[src/rtl/st_seq.sv]
// Mode-key debouncer and frame-memory clear sequencer that sits in front of the st mode FSM.
// Define SEQ_FAST_RST_EN to skip the clear sweep, so rst_ok follows `RST directly.
module st_seq #(
  parameter int              DEB_CYCLES = 500000,
  parameter int              ADDR_W     = 12,
  parameter int              DATA_W     = 3,
  parameter logic [DATA_W-1:0] CLR_VAL  = '0,
  parameter logic [2:0]      ST_RST     = 3'd1,
  parameter logic [2:0]      ST_STOP    = 3'd7
) (
  input  logic              clk,
  input  logic              rst_n,
  input  logic              key_raw,
  input  logic [2:0]        state,
  output logic              state_change,
  output logic              rst_ok,
  output logic              clr_we,
  output logic [ADDR_W-1:0] clr_addr,
  output logic [DATA_W-1:0] clr_data,
  output logic              busy
);

  localparam int                CNT_W     = $clog2(DEB_CYCLES);
  localparam logic [CNT_W-1:0]  CNT_LAST  = CNT_W'(DEB_CYCLES - 1);
  localparam logic [ADDR_W-1:0] ADDR_LAST = '1;

  typedef enum logic [1:0] {
    SEQ_IDLE  = 2'd0,
    SEQ_CLEAR = 2'd1,
    SEQ_DONE  = 2'd2
  } seq_t;

  logic             key_meta_reg, key_s_reg;
  logic             key_deb_reg, key_deb_prev_reg, key_rise_reg;
  logic [CNT_W-1:0] deb_cnt_reg;
  logic             pulse_reg, rst_ok_reg;
  logic [ADDR_W-1:0] addr_reg, addr_next;
  seq_t             seq_reg, seq_next;
  logic             pulse_allowed;

  // Synchroniser plus stability counter: the debounced level only flips after
  // key_s has disagreed with it for DEB_CYCLES consecutive cycles.
  always_ff @(posedge clk or negedge rst_n) begin
    if (!rst_n) begin
      key_meta_reg     <= 1'b0;
      key_s_reg        <= 1'b0;
      key_deb_reg      <= 1'b0;
      key_deb_prev_reg <= 1'b0;
      key_rise_reg     <= 1'b0;
      deb_cnt_reg      <= '0;
    end else begin
      key_meta_reg     <= key_raw;
      key_s_reg        <= key_meta_reg;
      key_deb_prev_reg <= key_deb_reg;
      key_rise_reg     <= key_deb_reg & ~key_deb_prev_reg;
      if (key_s_reg == key_deb_reg) begin
        deb_cnt_reg <= '0;
      end else if (deb_cnt_reg == CNT_LAST) begin
        key_deb_reg <= ~key_deb_reg;
        deb_cnt_reg <= '0;
      end else begin
        deb_cnt_reg <= deb_cnt_reg + 1'b1;
      end
    end
  end

  // A press arriving while gated is simply lost; the level is already high so it never re-fires.
  assign pulse_allowed = (state != ST_RST) && (state != ST_STOP) && !busy;

  always_comb begin
    seq_next  = seq_reg;
    addr_next = addr_reg;
    case (seq_reg)
      SEQ_IDLE: begin
        if (state == ST_RST) begin
`ifdef SEQ_FAST_RST_EN
          seq_next = SEQ_DONE;
`else
          seq_next = SEQ_CLEAR;
`endif
          addr_next = '0;
        end
      end
      SEQ_CLEAR: begin
        if (state != ST_RST) begin
          seq_next  = SEQ_IDLE;
          addr_next = '0;
        end else if (addr_reg == ADDR_LAST) begin
          seq_next  = SEQ_DONE;
          addr_next = '0;
        end else begin
          addr_next = addr_reg + 1'b1;
        end
      end
      SEQ_DONE: begin
        if (state != ST_RST) seq_next = SEQ_IDLE;
      end
      default: begin
        seq_next  = SEQ_IDLE;
        addr_next = '0;
      end
    endcase
  end

  // rst_ok comes straight from a flop so st sees a clean edge.
  always_ff @(posedge clk or negedge rst_n) begin
    if (!rst_n) begin
      seq_reg    <= SEQ_IDLE;
      addr_reg   <= '0;
      rst_ok_reg <= 1'b0;
      pulse_reg  <= 1'b0;
    end else begin
      seq_reg    <= seq_next;
      addr_reg   <= addr_next;
      rst_ok_reg <= (seq_next == SEQ_DONE);
      pulse_reg  <= key_rise_reg & pulse_allowed;
    end
  end

  assign state_change = pulse_reg;
  assign rst_ok       = rst_ok_reg;
  assign clr_we       = (seq_reg == SEQ_CLEAR);
  assign busy         = (seq_reg == SEQ_CLEAR);
  assign clr_addr     = addr_reg;
  assign clr_data     = CLR_VAL;

endmodule

[config.mk]
export PLATFORM = sky130hd
export DESIGN_NAME = st_seq
export DESIGN_NICKNAME = d
export VERILOG_FILES = /design/src/rtl/st_seq.sv
export SDC_FILE = /design/constraint.sdc
export NUM_CORES = 1
export LEC_CHECK = 0
export BUFFER_PORTS_ARGS = -buffer_cell sky130_fd_sc_hd__clkbuf_2
export CORE_AREA = 2 2 87 89
export CTS_CLUSTER_DIAMETER = 200
export CTS_CLUSTER_SIZE = 40
export DETAILED_ROUTE_END_ITERATION = 6
export DIE_AREA = 0 0 89 91
export PLACE_DENSITY = 0.41
export SYNTH_ARGS = -nofsm -noshare
export SYNTH_HDL_FRONTEND = slang
export SYNTH_SLANG_ARGS = --single-unit
[constraint.sdc]
create_clock -name clk -period 2.25 [get_ports clk]
set_input_delay 0.225 -clock clk [delete_from_list [all_inputs] [get_ports clk]]
set_output_delay 0.225 -clock clk [all_outputs]
set_load 0.02 [all_outputs]
==> reports/metrics.cfg <==
[outcome]
status=complete, no violations

[clocking]
cts_tree=done
cts_setup_buffers=0
cts_sinks=40
path_clk_slew_ns=0.08
cts.path.max_buffers=2
cts_inserted_buffers=5
clock_latency_ns=0.30
htree_levels=2
cts_root_buf=clkbuf_8

[sta]
rsz0062_at_grt=no
period_minus_slack_ns=1.84
layout_setup_ws_ns=0.414
finalCritPeriodShare=0.816
slew_headroom=0.601
finClkSkew_ns=0.0148
fin_setup_tns_ns=0
slew_viol_final=0
finalSetupViolCount=0
hold_viol=0
worst_pin_slew_ns=0.599
fmax_mhz=545

[detailed_routing]
vias_per_cell=4.83
vias=1547
dr.pass1.iters=4
wl_per_cell_um=13.5
drc=0
routed_wl_um=4310
ant_nets=0
first_iter_violations=93

[critical_path]
cp-start-kind=flop
crit_required_ns=2.43
end_kind=flop
arrival_ns=2.02
cp_max_fo=6
crit_type=reg2reg

[synthesis]
yosys-top-cells-count=40 x dfrtp_1, 16 x nand2_1, 16 x nor2_1
yosys_warnings=0
synthCells=198
async_reset_ff_frac=1.00
avgSynthCellArea_um2=9.97
ys_top_cells_by_area=dfrtp_1 51%, xnor2_1 4.0%, xor2_1 4.0%, nand2_1 3.0%, nor2_1 3.0%
synth_area_um2=1970
yosys.cell_types.count=42
yosysTopAreaCell=dfrtp_1
netlist.area_leader.share=0.507
ys.flop_type=dfrtp_1
yosysMostFrequentCell=dfrtp_1
synth_enable_flop_cells=0
ys_seq_area_frac=0.507
ys_ff_latch=40

[cells_and_area]
multi_input_area_um2=902
final_area_um2=2290
n_fill_cell=748
syn2layout_area_growth_pct=15.9
regArea_um2=1000
largest_reg_flops=19
fin_util=0.320
antenna_cells=0
drive_gt1_frac=0.167
nets=228

[global_routing]
grt_pass1_wl_um=6990
grt_max_degree=23
overflow=0
track_usage=0.112
grt_pass1_vias=1421
antenna_found_initial=0

[floorplanning]
io-pin-count=25
rows=31
die_w_um=89
initial_core_util=0.276
dieArea_um2=8100
die_h_um=91
core_area_um2=7140

[placement]
dpl_worst_slack_ns=0.425
placed_area_um2=2170
numPortBuffers=21
hpwlAfterDp_um=3020
place.gp.congestion=0.738

[pwr]
p_per_area_nw_per_um2=608
ir_worst_vdd_v=0.000198
leakage_nw=0.963

[worst_hold_path]
holdCritPathClass=in2reg

[flow_run]
cap_violations=0

## per-layer routing
layer | vias to the layer above | wire length (µm) | track usage
met3 | 4 | 152 | 0.0327
met5 | - | 0 | 0
met2 | 33 | 1990 | 0.165
met1 | 755 | 2120 | 0.155
met4 | 0 | 42 | 0.0410
li1 | 755 | - | -
## power breakdown
group / leakage [nW] / total (W) / switching, W / internal [W]
sequential: 0.551 / 0.000735 / 0.00000846 / 0.000726
combinational: 0.357 / 0.0000678 / 0.0000472 / 0.0000207
clock: 0.0552 / 0.000589 / 0.000260 / 0.000330
## cells in the final DEF, fill, tap and decap left out, drive strengths merged, types with 4 or more instances in the layout
master	synthesis	routed
nand3	10	10
nand4	10	10
nor2b	4	4
o21ai	7	7
xnor2	9	9
or3	6	6
a31oi	6	6
nor4	5	5
dfrtp	40	40
clkbuf	7	27
a21oi	8	8
nand2	16	16
nor2	16	16
xor2	9	9
and4	5	5
inv	4	4
and2	4	4
## cell families after synthesis
group                    share of synthesized area
XOR/XNOR                                    0.0799
AND/OR/NAND/NOR                              0.252
adder cells (fa/ha/maj)                     0.0127
other                                      0.00190
AO/OA/AOI/OAI                                0.101
flip-flops                                   0.507
multiplexers                               0.00571
buffers and inverters                       0.0393
## what timing repair did
item,in CTS,in global routing
resized for setup,0,0
endpoints found under the hold margin,20,0
hold buffers,1,0
## through the flow
stage | hold WS (ns) | instances | total power (W)
2_1_floorplan | -0.0706 | 200 | 0.000785
3_3_place_gp | 0.257 | 311 | 0.000818
3_5_place_dp | 0.274 | 311 | 0.000818
4_1_cts | 0.0207 | 320 | 0.00142
5_1_grt | 0.0111 | 320 | 0.00145
6_report | 0.0334 | 320 | 0.00139
## path summary, 6_finish.rpt
kind                               from              end  slack [ns]  cells after the start
hold / removal                  key_raw     key_meta_reg        0.03                      1
hold reg to reg            key_meta_reg        key_s_reg        0.35                      0
setup reg to reg            clr_addr[0]           rst_ok        0.41                      5
min in group asynchronous         rst_n     clr_addr[10]        0.46                      2
max in group asynchronous         rst_n  deb_cnt_reg[11]        1.20                      3
setup / recovery            clr_addr[0]           rst_ok        0.41                      5
## final cells by class
| type | instances | share of cell area |
|---|---|---|
| clock buffers | 6 | 0.0317 |
| multi-input cells | 144 | 0.394 |
| repair buffers | 25 | 0.0602 |
| clock inverters | 2 | 0.0153 |
| inverters | 4 | 0.00656 |
| well taps | 99 | 0.0542 |
| flip-flops and latches | 40 | 0.438 |
## worst max-delay path, stage by stage, from the launching register on
cell	delay [ns]
dfrtp_1	0.41
ha_1	0.22
and4_1	0.32
and4_1	0.37
a21oi_1	0.13
nor4b_1	0.28
No activity file was read; power rests on OpenSTA's default activity.
